==> config.mk <==
export PLATFORM = sky130hd
export DESIGN_NAME = xoshiro128_stream_flat
export DESIGN_NICKNAME = d
export VERILOG_FILES = /design/src/rtl/xoshiro128_stream_if.sv /design/src/rtl/xoshiro128_stream.sv /design/src/flat_wrapper.sv
export SDC_FILE = /design/constraint.sdc
export NUM_CORES = 1
export LEC_CHECK = 0
export BUFFER_PORTS_ARGS = -buffer_cell sky130_fd_sc_hd__buf_4
export CORE_UTILIZATION = 40
export CTS_BUF_LIST = sky130_fd_sc_hd__clkbuf_4
export DETAILED_ROUTE_END_ITERATION = 7
export MAX_ROUTING_LAYER = met4
export SLEW_MARGIN = 20
export SYNTH_ARGS = -nofsm -noshare
export SYNTH_HDL_FRONTEND = slang
export SYNTH_SLANG_ARGS = --single-unit
==> constraint.sdc <==
create_clock -name clk -period 5.4 [get_ports clk]
set_input_delay 0.54 -clock clk [delete_from_list [all_inputs] [get_ports clk]]
set_output_delay 0.54 -clock clk [all_outputs]
set_load 0.01 [all_outputs]
==> src/rtl/xoshiro128_stream_if.sv <==
// xoshiro128_stream_if: read/seed/jump bus between the PRNG and its consumer.
// Ports: rd_data/rd_valid/rd_ready (FIFO pop), seed_we/seed_addr/seed_data (state write),
//        level (FIFO occupancy), busy (jump running), jump_req (only with XOSHIRO_JUMP_EN).
`timescale 1ns/1ps
interface xoshiro128_stream_if #(
  parameter int DEPTH = 4
);
  localparam int LW = $clog2(DEPTH) + 1;

  logic [31:0]   rd_data;
  logic          rd_valid;
  logic          rd_ready;
  logic          seed_we;
  logic [1:0]    seed_addr;
  logic [31:0]   seed_data;
  logic [LW-1:0] level;
  logic          busy;
`ifdef XOSHIRO_JUMP_EN
  logic          jump_req;

  // master = consumer/CPU side, slave = generator
  modport master (
    input  rd_data, rd_valid, level, busy,
    output rd_ready, seed_we, seed_addr, seed_data, jump_req
  );
  modport slave (
    output rd_data, rd_valid, level, busy,
    input  rd_ready, seed_we, seed_addr, seed_data, jump_req
  );
`else
  modport master (
    input  rd_data, rd_valid, level, busy,
    output rd_ready, seed_we, seed_addr, seed_data
  );
  modport slave (
    output rd_data, rd_valid, level, busy,
    input  rd_ready, seed_we, seed_addr, seed_data
  );
`endif
endinterface

==> src/rtl/xoshiro128_stream.sv <==
// xoshiro128_stream: xoshiro128 PRNG (scrambler MODE 0=++, 1=**, 2=+) feeding a DEPTH-entry prefetch FIFO.
// Ports: clk, rst_n (sync, active-low), bus (xoshiro128_stream_if.slave). A pushed word shows on rd_data
//        the next cycle; generator stalls while the FIFO is full. Optional jump engine under XOSHIRO_JUMP_EN.
`timescale 1ns/1ps
module xoshiro128_stream #(
  parameter int MODE  = 0,
  parameter int DEPTH = 4
) (
  input  logic               clk,
  input  logic               rst_n,
  xoshiro128_stream_if.slave bus
);
  localparam int AW = $clog2(DEPTH);
  localparam int LW = AW + 1;

  typedef logic [3:0][31:0] state_t;  // element k holds s<k>

  localparam state_t RESET_STATE = {32'hD6CA8A07, 32'h473E5E7D, 32'h491DFB74, 32'h0D1929D2};

  function automatic logic [31:0] rotl(input logic [31:0] x, input int k);
    return (x << k) | (x >> (32 - k));
  endfunction

  function automatic state_t step_f(input state_t s);
    state_t      n;
    logic [31:0] t;
    n    = s;
    t    = n[1] << 9;
    n[2] = n[2] ^ n[0];
    n[3] = n[3] ^ n[1];
    n[1] = n[1] ^ n[2];
    n[0] = n[0] ^ n[3];
    n[2] = n[2] ^ t;
    n[3] = rotl(n[3], 11);
    return n;
  endfunction

  // Output word is taken from the pre-step state.
  function automatic logic [31:0] scramble(input state_t s);
    logic [31:0] r;
    case (MODE)
      1:       r = rotl(s[1] * 32'd5, 7) * 32'd9;
      2:       r = s[0] + s[3];
      default: r = rotl(s[0] + s[3], 7) + s[0];
    endcase
    return r;
  endfunction

  state_t                 s_q;
  state_t                 s_nxt;
  logic [DEPTH-1:0][31:0] mem_q;
  logic [AW-1:0]          wr_ptr_q;
  logic [AW-1:0]          rd_ptr_q;
  logic [LW-1:0]          level_q;
  logic                   refill_en_q;  // holds refill off for the first cycle after reset

  logic busy_w;
  logic start_jump;
  logic seed_act;
  logic flush;
  logic full;
  logic rd_valid_w;
  logic push;
  logic pop;

`ifdef XOSHIRO_JUMP_EN
  // Jump polynomial, word 0 in the low bits so bit i is consumed at iteration i.
  localparam logic [127:0] JUMP_BITS = {32'h77F2DB5B, 32'h6FA035C3, 32'hF542D2D3, 32'h8764000B};

  logic       busy_q;
  state_t     acc_q;
  state_t     acc_x;
  logic [6:0] jcnt_q;
  logic       last_iter;

  assign busy_w     = busy_q;
  assign start_jump = bus.jump_req & ~busy_q;
  assign last_iter  = (jcnt_q == 7'd127);
  assign acc_x      = JUMP_BITS[jcnt_q] ? (acc_q ^ s_q) : acc_q;

  always_ff @(posedge clk) begin
    if (!rst_n) begin
      busy_q <= 1'b0;
      acc_q  <= '0;
      jcnt_q <= '0;
    end else if (start_jump) begin
      busy_q <= 1'b1;
      acc_q  <= '0;
      jcnt_q <= '0;
    end else if (busy_q) begin
      acc_q  <= acc_x;
      jcnt_q <= jcnt_q + 7'd1;
      if (last_iter) busy_q <= 1'b0;
    end
  end
`else
  assign busy_w     = 1'b0;
  assign start_jump = 1'b0;
`endif

  // A jump request wins over a seed write in the same cycle.
  assign seed_act   = bus.seed_we & ~busy_w & ~start_jump;
  assign flush      = seed_act | start_jump;
  assign full       = (level_q == LW'(DEPTH));
  assign rd_valid_w = (level_q != '0) & ~busy_w;
  assign pop        = rd_valid_w & bus.rd_ready;
  assign push       = refill_en_q & ~full & ~bus.seed_we & ~busy_w & ~start_jump;

  always_comb begin
    s_nxt = s_q;
    if (seed_act) begin
      s_nxt[bus.seed_addr] = bus.seed_data;
    end else if (push) begin
      s_nxt = step_f(s_q);
    end
`ifdef XOSHIRO_JUMP_EN
    // Final iteration loads the accumulator (including its own contribution).
    if (busy_q) s_nxt = last_iter ? acc_x : step_f(s_q);
`endif
  end

  always_ff @(posedge clk) begin
    if (!rst_n) begin
      s_q         <= RESET_STATE;
      wr_ptr_q    <= '0;
      rd_ptr_q    <= '0;
      level_q     <= '0;
      refill_en_q <= 1'b0;
    end else begin
      s_q         <= s_nxt;
      refill_en_q <= 1'b1;
      if (flush) begin
        // push is already excluded on flush cycles; a same-cycle pop just drains the old word
        wr_ptr_q <= '0;
        rd_ptr_q <= '0;
        level_q  <= '0;
      end else begin
        if (push) wr_ptr_q <= wr_ptr_q + 1'b1;
        if (pop)  rd_ptr_q <= rd_ptr_q + 1'b1;
        level_q <= level_q + LW'(push) - LW'(pop);
      end
    end
  end

  // Storage needs no reset: rd_data is masked until an entry is valid.
  always_ff @(posedge clk) begin
    if (push) mem_q[wr_ptr_q] <= scramble(s_q);
  end

  assign bus.rd_valid = rd_valid_w;
  assign bus.rd_data  = rd_valid_w ? mem_q[rd_ptr_q] : 32'd0;
  assign bus.level    = level_q;
  assign bus.busy     = busy_w;

endmodule

==> src/flat_wrapper.sv <==
// flat-port wrapper written by rule: the top's interface ports become plain ports
module xoshiro128_stream_flat 
#(
  parameter int MODE  = 0,
  parameter int DEPTH = 4
)
  (clk, rst_n, bus_rd_data, bus_rd_valid, bus_level, bus_busy, bus_rd_ready, bus_seed_we, bus_seed_addr, bus_seed_data);
  xoshiro128_stream_if #(.DEPTH(DEPTH)) bus_i ();
  input  logic clk;
  input  logic rst_n;
  output wire logic [$bits(bus_i.rd_data)-1:0] bus_rd_data;
  output wire logic [$bits(bus_i.rd_valid)-1:0] bus_rd_valid;
  output wire logic [$bits(bus_i.level)-1:0] bus_level;
  output wire logic [$bits(bus_i.busy)-1:0] bus_busy;
  input wire logic [$bits(bus_i.rd_ready)-1:0] bus_rd_ready;
  input wire logic [$bits(bus_i.seed_we)-1:0] bus_seed_we;
  input wire logic [$bits(bus_i.seed_addr)-1:0] bus_seed_addr;
  input wire logic [$bits(bus_i.seed_data)-1:0] bus_seed_data;
  assign bus_rd_data = bus_i.rd_data;
  assign bus_rd_valid = bus_i.rd_valid;
  assign bus_level = bus_i.level;
  assign bus_busy = bus_i.busy;
  assign bus_i.rd_ready = bus_rd_ready;
  assign bus_i.seed_we = bus_seed_we;
  assign bus_i.seed_addr = bus_seed_addr;
  assign bus_i.seed_data = bus_seed_data;
  xoshiro128_stream #(.MODE(MODE), .DEPTH(DEPTH)) u_core (.clk(clk), .rst_n(rst_n), .bus(bus_i));
endmodule
After elaboration in Yosys (flattened, before gate mapping)

Cells that the tools add are included.

Flip-flop bits (word level): 264
Input bits: 38
Output and inout port bits: 37
Word-level logic and storage cells: 55

Add/subtract/negate cells: 6
Order comparisons: 5
Equality and inequality tests: 1
Muxes and demuxes: 13
Bitwise gates (word level): 13
Reductions and logical operators: 5

Operator list:

| operator              | number |
|---|---|
| $bwmux W128           | 2 |
| $mux W128             | 2 |
| $mux W32              | 5 |
| $xor A32 B32 Y32      | 5 |
| $demux W32 S2         | 2 |
| $add A32 B32 Y32      | 2 |
| $bmux W32 S2          | 1 |
| $or A32 B11 Y32       | 1 |
| $or A32 B7 Y32        | 1 |
| $lt A2 B3 Y1 const B  | 3 |
| $add A2 B1 Y2 const B | 2 |
| $ge A2 B1 Y1 const B  | 2 |
| $add A3 B1 Y3         | 1 |
| $and A1 B1 Y1         | 3 |
| $eq A3 B3 Y1 const B  | 1 |
| $not A1 Y1            | 3 |
| $reduce_bool A3 Y1    | 1 |
| $sub A3 B1 Y3         | 1 |
| $logic_and A1 B1 Y1   | 2 |
| $reduce_bool A2 Y1    | 1 |
| $reduce_or A2 Y1      | 1 |
| $mux W1               | 1 |

Longest topological paths before layout

Depth in word-level cells: 6
Mapped depth: 20
Gate-level depth less buffers: 20

Least setup slack after synthesis

OpenSTA, ideal clock, no wires.

Kind: reg2reg
Start: register u_core.s_q[14] (netlist bit)
End: register u_core.mem_q[122] (netlist bit) (data pin)
Library setup time: 0.264 ns
Arrival time: 4.436 ns
Data required time: 5.136 ns
Slack: 0.700 ns
Cell stages (with the launch flop): 20
Path buffers: 0
Clock period less this slack: 4.700 ns
Cells stage by stage: dfxtp_1 ha_1 a21o_1 a21o_1 a21o_1 a21o_1 a211oi_1 a21oi_1 a221oi_1 xnor2_1 ha_1 fa_1 a21o_1 a21oi_2 nor2b_1 o21a_1 o211ai_1 a21oi_2 or4b_1 and3_1

Longest elaborated chain between the ends: 5

Ends and longest elaborated chain:

| element                        | RTL line                 | RTL |
|---|---|---|
| start: declaration             | xoshiro128_stream.sv:49  | `state_t s_q;` |
| start signal: assignment       | xoshiro128_stream.sv:130 | `s_q <= s_nxt;` |
| $add A32 B32 Y32               | xoshiro128_stream.sv:44  | `default: r = rotl(s[0] + s[3], 7) + s[0];` |
| $or A32 B7 Y32                 | xoshiro128_stream.sv:21  | `return (x << k) \| (x >> (32 - k));` |
| $add A32 B32 Y32 *             | xoshiro128_stream.sv:44  |  |
| $mux W32 *                     | xoshiro128_stream.sv:147 | `if (push) mem_q[wr_ptr_q] <= scramble(s_q);` |
| $bwmux W128 *                  | xoshiro128_stream.sv:147 |  |
| end signal: indexed assignment | xoshiro128_stream.sv:147 |  |
| end: declaration               | xoshiro128_stream.sv:51  | `logic [DEPTH-1:0][31:0] mem_q;` |

Every way passes the cells marked *; elsewhere a longest branch is shown, timed or not. The select of a mux whose other input is x is not followed.
A chain may end at the register's enable or synchronous reset.

Final worst setup path

Start: register u_core.s_q[96] (netlist bit)
End: register u_core.mem_q[31] (netlist bit) (data pin)

Longest elaborated chain between the ends: 5

Ends and longest elaborated chain:

| element          | RTL line |
|---|---|
| $add A32 B32 Y32 | xoshiro128_stream.sv:44 |
| $or A32 B7 Y32   | xoshiro128_stream.sv:21 |
| $add A32 B32 Y32 | xoshiro128_stream.sv:44 |
| $mux W32         | xoshiro128_stream.sv:147 |
| $bwmux W128      | xoshiro128_stream.sv:147 |

Every way passes these cells. The select of a mux whose other input is x is not followed.

==> impl_metrics.env <==
export IMPL_synth_warning_count=0
export IMPL_die_area_um2=38860
export IMPL_maxSlewViolCount=0
export IMPL_reg2reg_slack_ps=270
export IMPL_yosys_area_top_type="edfxtp_1"
export IMPL_antenna_found_initial=1
export IMPL_final_common_cell="nor2_1"
export IMPL_grt_setup_unrepaired="no"
export IMPL_crit_path_end="u_core.mem_q[31]$_DFFE_PP_"
export IMPL_synth_compound_area_share_pct=17.47
export IMPL_internal_power_mw=4.675
export IMPL_area_growth_syn_to_layout_pct=13.93
export IMPL_worst_ep_required_time_ps=5890
export IMPL_leakagePower_nw=6.665
export IMPL_seqPwrFrac_pct=37.8
export IMPL_syn_nets=1676
export IMPL_crit_path_start="u_core.s_q[96]$_SDFFE_PN1P_"
export IMPL_drt_pre_antenna_iters=5
export IMPL_finalNonFillerCells=2228
export IMPL_drcViolationCount=0
export IMPL_ant_nets=0
export IMPL_fmax_mhz=194.8
export IMPL_row_count=71
export IMPL_io_pins=75
export IMPL_hold_viol=0
export IMPL_critPathArrivalTime_ps=5620
export IMPL_maxCapViolations=0
export IMPL_root_buffer="clkbuf_4"
export IMPL_synth_top_family_by_area="compound AO/OA/AOI/OAI gates"
export IMPL_p_total_mw=7.321
export IMPL_clkSinkCount=264
export IMPL_synth_seq_cells=264
export IMPL_synthFlopType="dfxtp_1"
export IMPL_gp_congestion=0.9069
export IMPL_p_comb_share_pct=37.2
export IMPL_dp_slack_ps=294.9
export IMPL_io_buffers=73
export IMPL_end_kind="flop"
export IMPL_clock_skew_ps=62.81
export IMPL_cts_buffer_depth=3
export IMPL_cp_start_kind="flop"
export IMPL_cts_setup_buffers=0
export IMPL_r2r_cells=20
export IMPL_synth_cell_types=73
export IMPL_slew_headroom_pct=31.14
export IMPL_die_h_um=197.1
export IMPL_hp_class="in -> reg"
export IMPL_htreeDepth=3
export IMPL_reg2reg_from="u_core.s_q[96]$_SDFFE_PN1P_"
export IMPL_clkTransAtPathRegs_ps=60
export IMPL_final_cell_mix="199 x nor2_1, 137 x xnor2_1, 134 x dfxtp_1"
export IMPL_via_per_inst=5.625
export IMPL_grt_pass1_wl_mm=70.86
export IMPL_routed_via_count=12530
export IMPL_synth_area_um2=15230
export IMPL_fp_dieW_um=197.1
export IMPL_worst_slack_ps=266.1
export IMPL_synth_xor_area_share_pct=9.949
export IMPL_grt_pass1_vias=12120
export IMPL_synthMuxAreaShare_pct=5.085
export IMPL_start_util_pct=40.53
export IMPL_min_period_ps=5134
export IMPL_grt_ovfl_total=0
export IMPL_crit_path_max_fanout=4
export IMPL_rr_endpoint="u_core.mem_q[31]$_DFFE_PP_"
export IMPL_synth_fa_ha_area_share_pct=5.981
export IMPL_clock_latency_ps=740
export IMPL_synth_top_cell_area_share_pct=25.24
export IMPL_ys_seq_area_share_pct=43.12
export IMPL_coreArea_um2=37580
export IMPL_cts_buffers=73
export IMPL_dp_cells=2098
export IMPL_wl_per_cell_um=20.77
export IMPL_setup_violations=0
export IMPL_cts_tree="done"
export IMPL_p_sw_mw=2.647
export IMPL_fin_util_pct=46.18
export IMPL_async_flop_share_pct=0
export IMPL_outcome="complete, no violations"
export IMPL_drt_iter0_drc=1011
export IMPL_grtUsageTotal_pct=24.83
export IMPL_synth_edff_count=128
export IMPL_ir_drop_mv=0.1913
export IMPL_ys_top_cells_by_area="edfxtp_1 25%, dfxtp_1 18%, xnor2_1 7.9%"
export IMPL_hpwlAfterDp_mm=32.30
export IMPL_syn_avg_cell_area_um2=9.719
export IMPL_critical_path_class="reg -> reg"
export IMPL_clock_power_share_pct=24.9
export IMPL_p_per_area_nw_per_um2=421.9
export IMPL_p_sw_share_pct=36.15
export IMPL_grt_max_degree=63
export IMPL_nNetsFinal=1778
export IMPL_wl_mm=46.28
export IMPL_layout_drive_gt1_share_pct=16.61
export IMPL_finalSetupTns_ps=0
export IMPL_synth_simple_area_share_pct=15.13
export IMPL_min_period_over_period_pct=95.07
export IMPL_syn_instance_count=1567
export IMPL_tightest_slew_ps=1030
==> synthesized netlist by cell type, types with 37 or more instances <==
master,n
a21o_1,37
a21oi_1,107
a221oi_1,49
and2_1,41
clkbuf_1,80
dfxtp_1,136
edfxtp_1,128
ha_1,68
nand2_1,111
nor2_1,200
o21ai_1,50
xnor2_1,137
==> critical path, cell delays in order, from the launching register on <==
cell,delay [ps]
dfxtp_1,340
ha_1,220
inv_1,70
fa_1,240
nor2b_4,50
o31a_1,310
o31ai_4,290
nand2_2,120
a221o_2,390
a21bo_1,180
a21oi_1,170
xnor2_1,240
ha_1,320
a21o_1,170
a21oi_1,280
o211ai_1,140
and2_1,220
a31oi_2,300
o21ai_1,210
a221oi_1,350
xor2_1,290
==> sequential cells by signal, summed over array words and instances (netlist names) <==
| register | flops |
|---|---|
| u_core.mem_q | 128 |
| u_core.bus.level | 3 |
| u_core.refill_en_q | 1 |
| u_core.s_q | 128 |
| u_core.wr_ptr_q | 2 |
| u_core.rd_ptr_q | 2 |
==> cell families (layout without fill, tap and decap cells) <==
family / Yosys count / count (layout)
other: 1 / 2
xor gates and xnor gates: 173 / 173
AOI/OAI and AO/OA: 400 / 400
and+or+nand+nor: 494 / 494
muxes: 37 / 37
buffers and inverters: 127 / 276
DFF: 264 / 264
adders and majority gates: 71 / 71
==> worst min path at each step <==
stage	start	endpoint	slack [ps]	cells past startpoint
final	bus_seed_data[22]	u_core.s_q[118]$_SDFFE_PN1P_	70	3
after global routing	bus_seed_data[19]	u_core.s_q[115]$_SDFFE_PN1P_	40	3
after CTS	bus_seed_data[8]	u_core.s_q[40]$_SDFFE_PN1P_	0.4	3
after floorplan	u_core.s_q[73]$_SDFFE_PN1P_	u_core.s_q[73]$_SDFFE_PN1P_	460	2
after global placement	u_core.s_q[88]$_SDFFE_PN1P_	u_core.s_q[88]$_SDFFE_PN1P_	470	2
after detailed placement	u_core.s_q[76]$_SDFFE_PN1P_	u_core.s_q[76]$_SDFFE_PN1P_	470	2
==> layout make-up <==
class	count	area, µm²
clock buffers	98	735.7
multi-input cells	1176	8192
fillers	3607	20230
flip-flops and latches	264	6569
inverters	35	131.4
clock inverters	24	171.4
well taps	511	639.4
repair buffers	119	910.9
diodes	1	2.502
==> per-layer routing <==
layer	GRT usage [%]	up-vias	routed length (µm)	share of wire [%]
met2	36.91	487	20420	44
met5	-	-	0	0
met4	11.89	0	1867	4.0
met1	32.55	6001	20980	45
met3	4.661	96	3015	6.5
li1	-	5948	-	-
==> power groups by stage <==
stage	logic [mW]	clock network [mW]	registers, mW
detailed placement	2.69	0	2.81
floorplan	1.91	0	2.77
CTS	2.71	1.88	2.77
finish	2.73	1.83	2.77
global route	3.00	1.98	2.79
global placement	2.65	0	2.80
==> through the flow <==
stage	area (µm²)	hold WS, ps
final	17350	67.76
after detailed placement	16360	473.1
after floorplan	15230	459.0
after global placement	16360	468.8
after CTS	17340	0.3538
after global routing	17350	42.63
==> repair_timing <==
action                                  CTS  global route
resized for setup                         0             3
hold buffers                              7             0
hold endpoints to repair                  8             0
endpoints found under the setup margin    0             8
No activity file was read; power rests on OpenSTA's default activity.
